==> config.mk <==
export PLATFORM = sky130hd
export DESIGN_NAME = counter_updown_3bit
export DESIGN_NICKNAME = d
export VERILOG_FILES = /design/src/rtl/counter_updown_3bit_pkg.sv /design/src/rtl/counter_updown_3bit_nsl.sv /design/src/rtl/counter_updown_3bit.sv
export SDC_FILE = /design/constraint.sdc
export NUM_CORES = 1
export LEC_CHECK = 0
export CAP_MARGIN = 20
export CORE_AREA = 2 2 39 41
export CTS_CLUSTER_SIZE = 24
export DETAILED_ROUTE_END_ITERATION = 16
export DIE_AREA = 0 0 41 43
export PLACE_DENSITY_LB_ADDON = 0.05
export SYNTH_ARGS = -nofsm -noshare
export SYNTH_HDL_FRONTEND = slang
export SYNTH_HIERARCHICAL = 1
export SYNTH_SLANG_ARGS = --single-unit
==> constraint.sdc <==
create_clock -name clk -period 1 [get_ports clk]
set_input_delay 0.1 -clock clk [delete_from_list [all_inputs] [get_ports clk]]
set_output_delay 0.1 -clock clk [all_outputs]
set_load 0.1 [all_outputs]
==> src/rtl/counter_updown_3bit_pkg.sv <==
// Shared types and constants for the 3-bit up/down counter.
// Saturating mode is selected by COUNTER_UPDOWN_3BIT_SAT_EN.
package counter_updown_3bit_pkg;

   localparam int unsigned STATE_W = 3;

   typedef enum logic [STATE_W-1:0] {
      S0 = 3'd0,
      S1 = 3'd1,
      S2 = 3'd2,
      S3 = 3'd3,
      S4 = 3'd4,
      S5 = 3'd5,
      S6 = 3'd6,
      S7 = 3'd7
   } state_e;

   localparam logic [STATE_W-1:0] STATE_MIN = 3'd0;
   localparam logic [STATE_W-1:0] STATE_MAX = 3'd7;

   localparam logic DIR_UP   = 1'b1;
   localparam logic DIR_DOWN = 1'b0;

endpackage

==> src/rtl/counter_updown_3bit_nsl.sv <==
// Next-state logic: modulo-8 step by default, clamped at the ends
// when COUNTER_UPDOWN_3BIT_SAT_EN is defined.
module counter_updown_3bit_nsl
   import counter_updown_3bit_pkg::*;
(
   input  state_e cur_i,
   input  logic   x_i,
   output state_e next_o
);

   logic [STATE_W-1:0] cur_raw;
   logic [STATE_W-1:0] nxt_raw;

   assign cur_raw = cur_i;

   always_comb begin
      nxt_raw = cur_raw;
      if (x_i == DIR_UP) begin
`ifdef COUNTER_UPDOWN_3BIT_SAT_EN
         nxt_raw = (cur_raw == STATE_MAX) ? STATE_MAX : cur_raw + 3'd1;
`else
         nxt_raw = cur_raw + 3'd1;
`endif
      end else begin
`ifdef COUNTER_UPDOWN_3BIT_SAT_EN
         nxt_raw = (cur_raw == STATE_MIN) ? STATE_MIN : cur_raw - 3'd1;
`else
         nxt_raw = cur_raw - 3'd1;
`endif
      end
   end

   assign next_o = state_e'(nxt_raw);

endmodule

==> src/rtl/counter_updown_3bit.sv <==
// 3-bit up/down Moore counter; state is the register output.
// Optional saturation via COUNTER_UPDOWN_3BIT_SAT_EN (see next-state logic).
module counter_updown_3bit
   import counter_updown_3bit_pkg::*;
#(
   parameter logic [2:0] RESET_STATE = 3'd0
) (
   input  logic       clk,
   input  logic       rst,
   input  logic       x,
   output logic [2:0] state
);

   state_e state_q;
   state_e state_d;
   state_e nsl_next;

   counter_updown_3bit_nsl u_nsl (
      .cur_i  (state_q),
      .x_i    (x),
      .next_o (nsl_next)
   );

   // Reset wins over counting on the same edge.
   assign state_d = rst ? state_e'(RESET_STATE) : nsl_next;

   always_ff @(posedge clk) begin
      state_q <= state_d;
   end

   assign state = state_q;

endmodule

### Word level (Yosys, flattened, before mapping)

Index checks and enable logic that the tools add are counted.

* bits in registers: 3
* bits of input ports: 3
* output and inout port bits: 3

* add/subtract/negate cells: 2
* mux-type cells: 1

Operators by type and width (number)
* $add A3 B1 Y3 const B: 1
* $mux W3: 1
* $sub A3 B1 Y3 const B: 1

### Logic depth before layout (Yosys ltp)

Gate-level depths: netlist of the first run.

* depth after elaboration: 2
* depth in mapped cells: 4

### Cells and area by module

The synthesis of the first run kept the hierarchy.

Modules (own cells, without submodules)
* counter_updown_3bit: times used 1, cells an instance 6, area an instance 78.8 µm²
* counter_updown_3bit_nsl: times used 1, cells an instance 4, area an instance 50.0 µm²

### Worst setup path after synthesis of the first run

No wires, ideal clock.

* path type: register -> register
* start: register state_q[0] (netlist: state[0])
* end: register state_q[1] (netlist: state[1])
* data arrival time: 1.625 ns
* data required time: 0.886 ns
* path slack: -0.738 ns
* cell stages (with the launch flop): 3
* path buffers: 0
* cell sequence: dfxtp_1 > fa_1 > nor2b_1

* word-level cells in the longest chain between the ends: 2

RTL lines
* start, declared: RTL line counter_updown_3bit.sv:14 `state_e state_q;`
* start signal, assigned: RTL line counter_updown_3bit.sv:28 `state_q <= state_d;`
* $sub A3 B1 Y3 or $add A3 B1 Y3 (tied branches): RTL line counter_updown_3bit_nsl.sv:28, counter_updown_3bit_nsl.sv:22
* $mux W3 (*): RTL line counter_updown_3bit_nsl.sv:18 `if (x_i == DIR_UP) begin`
* net nsl_next[1]: RTL line counter_updown_3bit.sv:16 `state_e nsl_next;`

The timed path passes the listed nets; every way through them passes the cells marked *.
A chain may end at the register's enable or synchronous reset.

### Worst setup path after layout of the first run

* start: register state_q[1] (netlist: state[1])
* end: register state_q[2] (netlist: state[2])

The elaborated chain is that of the path after synthesis.

==> out/summary.txt, run 1 <==
Num CTS Buffers: 3
Clock sink count: 3
Setup repair bufs after CTS: 0
GP Congestion: 0.630
GRT overflow: 0
Final worst-path cycle share: 109%
Final instance area: 283 sq um
Vias after detailed routing: 104
Routed vias/inst: 2.81
Initial Util: 9.31%
Layout filler cell count: 148
CTS root buffer: clkbuf_4
Antenna viol nets, final: 0
Initial antenna violation count: 0
Status: finished with violations
Layout area overhead: 119%
Buf+Inv Stages, Crit Path: 0
Peak supply drop: 0.555 mV
Most frequent cells in the layout: nor2b_1 (3), clkbuf_4 (3), buf_12 (3), dfxtp_4 (3)
F_max: 0.918 GHz
Core ar.: 0.00138 sq mm
Die X: 41 microns
Crit path required time: 1.12 ns
Unrepaired setup endpoints after global routing: yes
Max Slew Vio Count: 0
Worst path arrival time: 1.21 ns
H-tree levels: 1
Crit path kind: reg -> reg
DIE AREA: 0.00176 sq mm
CTS tree: yes
Post-synthesis sequential area ratio: 46.6%
Cts hold-fix bufs: 0
Rows: 14
Router iterations before antenna repair: 2
Clock Pin Slew Worst Setup and Hold Paths: 0.03 ns
FF+latch count, synth: 3
# IOs: 6
CP cell instances: fa_2, xnor3_1, nor2b_1
Maximum clock insertion buffer count: 2
Drc violations: 0
CP max FO: 2
Max stage delay on crit path: 0.35 ns
Vias in the first global route: 118
Synth Net Count: 14
Drt total wl: 229 microns
Largest net degree at the start of global routing: 4
Relative slew slack: 92.8%
Endpoints failing hold: 0
Worst skew pair latency: 0.23 ns
Chip Height: 43 microns
Syn Std Cell Area: 129 sq um
Global-route wire length before repair: 427 microns
Initial DRC Count: 2
Syn Area/Cell: 12.9 sq um
CP Launch Type: register
Pwr dens: 2430 mW/mm^2
Slowest cell on crit path: fa_2
Unique masters post-synth: 5
Hold crit path type: in -> reg
Leak pwr: 0.000123 uW
Placed Instance Area: 258 sq um
N_diodes: 0
CP delay by family, top: adder cells
All-Layer GR Usage: 4.53%
Final #Nets: 26
Yosys warning count: 6
Skew final: 0.00193 ns
Failing checks: setup timing
Crit path time final: 1.09 ns
Max reg flops: 3
Buffers added on ports: 5
Max-cap violations: 0
Share of layout cells above drive strength 1: 57.1%
Setup tns final: -0.123 ns
Final setup vio count: 2
CP endpoint kind: register
Post-Synthesis Cells: 10
Routed WL per cell: 6.19 microns
Final setup margin: -0.0889 ns
Worst-margin pin slew: 0.107 ns
tightest hold or removal path: stages:
cell and delay (ns):
dlygate4sd2_1 0.22, xnor3_1 0.21, nor2b_1 0.12
area by class of cell:
class / count / area, sq um / area share (%)
Tap cell: 16 / 20.0 / 7.08
Clock buffer: 4 / 26.3 / 9.29
Sequential cell: 3 / 71.3 / 25.2
Timing Repair Buffer: 7 / 93.8 / 33.2
Multi-Input combinational cell: 5 / 63.8 / 22.6
Inverter: 2 / 7.51 / 2.65
where the power goes:
| group | internal [uW] | switching [uW] |
|---|---|---|
| registers | 148 | 19.7 |
| logic | 135 | 176 |
| clock network | 149 | 59.3 |
metrics by stage:
| step | cells | util, % | hold WS (ns) | total power (uW) | setup WS (ns) |
|---|---|---|---|---|---|
| 2_1_floorplan | 10 | - | 0.162 | 360 | -0.240 |
| 3_3_place_gp | 33 | 18.6 | 0.598 | 484 | -0.392 |
| 3_5_place_dp | 33 | 18.6 | 0.597 | 485 | -0.393 |
| 4_1_cts | 37 | 20.4 | 0.457 | 702 | -0.0978 |
| 5_1_grt | 37 | 20.4 | 0.467 | 726 | -0.120 |
| 6_report | 37 | 20.4 | 0.451 | 687 | -0.0889 |
Yosys cell counts, drive strengths merged:
cell	number	area (sq um)
dfxtp	3	60.1
nor2b	3	18.8
inv	2	7.51
fa	1	20.0
xnor3	1	22.5
worst paths after layout:
path / slack [ns] / startpoint / cells past startpoint / end
worst min register to register: 0.63 / state[0]$_SDFF_PP0_ / 3 / state[0]$_SDFF_PP0_
worst max-delay path: -0.09 / state[1]$_SDFF_PP0_ / 3 / state[2]$_SDFF_PP0_
worst max register to register: -0.09 / state[1]$_SDFF_PP0_ / 3 / state[2]$_SDFF_PP0_
worst min-delay path: 0.45 / x / 3 / state[2]$_SDFF_PP0_
kinds of logic (layout without fill, tap and decap cells):
logic type	Yosys count	count (layout)	share of synthesized area, %
simple gates	3	3	14.6
flops	3	3	46.6
fa+ha+maj	1	1	15.5
xor+xnor	1	1	17.5
buf+inv	2	13	5.83
what timing repair did:
item | CTS | global route
cloned | 0 | 0
setup endpoints to repair | 2 | 2
pin swaps | 1 | 0
gates resized for setup | 1 | 0
routing by layer:
layer	GRT usage [%]	up-vias	routed length, microns
met4	10.0	0	14
met1	3.88	45	74
met3	2.62	2	37
met2	4.06	7	101
met5	0	-	0
li1	-	50	-
(Power assumes the default switching activity.)
==> run 2, diff against run 1 <==
Settings changed: RECOVER_POWER set to 25.
==> run 2 against run 1 <==
Net effect:
- total power shrank 0.39%
- routed wire length is the same
- non-clock buffer count is the same
- critical endpoint unchanged
- largest power group unchanged
- sequential power is essentially flat
- highest routed layer unchanged
- the run still ends with setup timing left
- clock skew is the same
- first-iteration DRC count is the same
==> out/summary.txt, run 2 (synthesis results as in run 1) <==
Status: finished with violations
Failing checks: setup timing
Max-cap violations: 0 (unchanged)
Leak pwr: 0.000119 uW (-3.1%)
Rows: 14 (unchanged)
CP Launch Type: register
Buffers added on ports: 5 (unchanged)
Final worst-path cycle share: 109% (about the same)
Layout area overhead: 117%
Internal Power: 429 uW (-0.58%)
Hold crit path type: in -> reg
Relative slew slack: 89.3% (-3.5 points)
Endpoints failing hold: 0 (unchanged)
Max Slew Vio Count: 0 (unchanged)
Combinational cell fraction of total power: 45.1% (-0.2 points)
All-Layer GR Usage: 4.53% (unchanged)
Antenna viol nets, final: 0 (unchanged)
Routed vias/inst: 2.81 (unchanged)
Initial antenna violation count: 0 (unchanged)
Non-Filler Instances: 37 (unchanged)
CP cell instances: fa_2, xnor3_1, nor2b_1
Setup repair bufs after CTS: 0 (unchanged)
Skew final: 0.00193 ns (unchanged)
Dpl cells: 33 (unchanged)
Pwr dens: 2450 mW/mm^2 (+0.95%)
GRT overflow: 0 (unchanged)
Crit path kind: reg -> reg
Buf+Inv Stages, Crit Path: 0 (unchanged)
Worst skew pair latency: 0.23 ns (about the same)
Share of layout cells above drive strength 1: 52.4% (-4.8 points)
# IOs: 6 (unchanged)
Crit path time final: 1.09 ns (-0.000311 ns)
Num CTS Buffers: 3 (unchanged)
Global-route wire length before repair: 427 microns (unchanged)
Psw: 255 uW (about the same)
CP endpoint kind: register
Cts hold-fix bufs: 0 (unchanged)
Vias after detailed routing: 104 (unchanged)
Core ar.: 0.00138 sq mm (unchanged)
Worst-margin pin slew: 0.161 ns (+0.0532 ns)
Worst path arrival time: 1.21 ns (about the same)
CTS tree: yes
Chip Height: 43 microns (unchanged)
Seq pwr share: 24.4% (about the same)
Router iterations before antenna repair: 2 (unchanged)
Vias in the first global route: 118 (unchanged)
Die X: 41 microns (unchanged)
DIE AREA: 0.00176 sq mm (unchanged)
Slowest cell on crit path: fa_2
GP Congestion: 0.630 (unchanged)
Max reg flops: 3 (unchanged)
Maximum clock insertion buffer count: 2 (unchanged)
Routed WL per cell: 6.19 microns (unchanged)
Net Sw Frac: 37.3% (+0.12 points)
F_max: 0.919 GHz (about the same)
Initial DRC Count: 2 (unchanged)
CP max FO: 2 (unchanged)
CP delay by family, top: adder cells
Final #Nets: 26 (unchanged)
Drc violations: 0 (unchanged)
H-tree levels: 1 (unchanged)
Crit path required time: 1.12 ns (about the same)
Tot Pwr: 684 uW (-0.39%)
Final setup margin: -0.0885 ns (+0.000311 ns)
Clock network power share: 30.5% (about the same)
Drt total wl: 229 microns (unchanged)
CTS root buffer: clkbuf_4
Clock sink count: 3 (unchanged)
Most frequent cells in the layout: nor2b_1 (3), clkbuf_4 (3), buf_12 (3), dfxtp_4 (3)
Largest net degree at the start of global routing: 4 (unchanged)
Clock Pin Slew Worst Setup and Hold Paths: 0.03 ns (about the same)
Final setup vio count: 3 (+1)
Max stage delay on crit path: 0.35 ns (about the same)
Initial Util: 9.31% (unchanged)
Peak supply drop: 0.527 mV (-4.9%)
N_diodes: 0 (unchanged)
Unrepaired setup endpoints after global routing: yes
## run 2: cell count changes in the layout (fill, tap and decap cells not counted)
cell,before,now
buf_4,2,1
clkbuf_1,1,2
## run 2: layer usage
metal  routed length, microns  vias up  GRT usage, %
met4                       14        0          10.0
met1                       75       45          3.88
met5                        0        -             0
met3                       37        2          2.62
met2                      100        7          4.06
li1                         -       50             -
## run 2: timing repair
item,CTS,global route
gates resized for setup,1,0
setup endpoints to repair,2,2
gates cloned,0,0
pin swaps,1,0
## run 2: power by group through the flow
stage	clock network (uW)	logic (uW)	registers [uW]
4_1_cts	219	315	168
3_3_place_gp	0	313	171
5_1_grt	232	320	172
6_report	209	309	167
2_1_floorplan	0	49.8	311
3_5_place_dp	0	315	170
## run 2: area by class of cell
class,count,area (sq um)
fill,148,1100
multi-input combinational,5,63.8
tap,16,20.0
clock buffer,4,26.3
timing repair buffer,7,90.1
sequential,3,71.3
inverter,2,7.51
## run 2: tightest hold or removal path: stages
cell           delay, ns
dlygate4sd2_1       0.22
xnor3_1             0.21
nor2b_1             0.12
## run 2: through the flow
step	hold WS [ns]	instance area [sq um]	setup TNS, ns	worst slack [ns]	utilization, %
final	0.451	279	-0.145	-0.0885	20.2
after global routing	0.467	279	-0.255	-0.120	20.2
after floorplan	0.162	143	-0.477	-0.240	-
after detailed placement	0.597	258	-0.728	-0.393	18.6
after CTS	0.457	283	-0.137	-0.0978	20.4
after global placement	0.598	258	-0.722	-0.392	18.6
## run 2: path summary, 6_finish.rpt
kind | start | end | slack, ns | cells past startpoint
worst max register to register | state[1]$_SDFF_PP0_ | state[2]$_SDFF_PP0_ | -0.09 | 3
worst max-delay path | state[1]$_SDFF_PP0_ | state[2]$_SDFF_PP0_ | -0.09 | 3
worst min-delay path | x | state[2]$_SDFF_PP0_ | 0.45 | 3
worst min register to register | state[0]$_SDFF_PP0_ | state[0]$_SDFF_PP0_ | 0.66 | 3
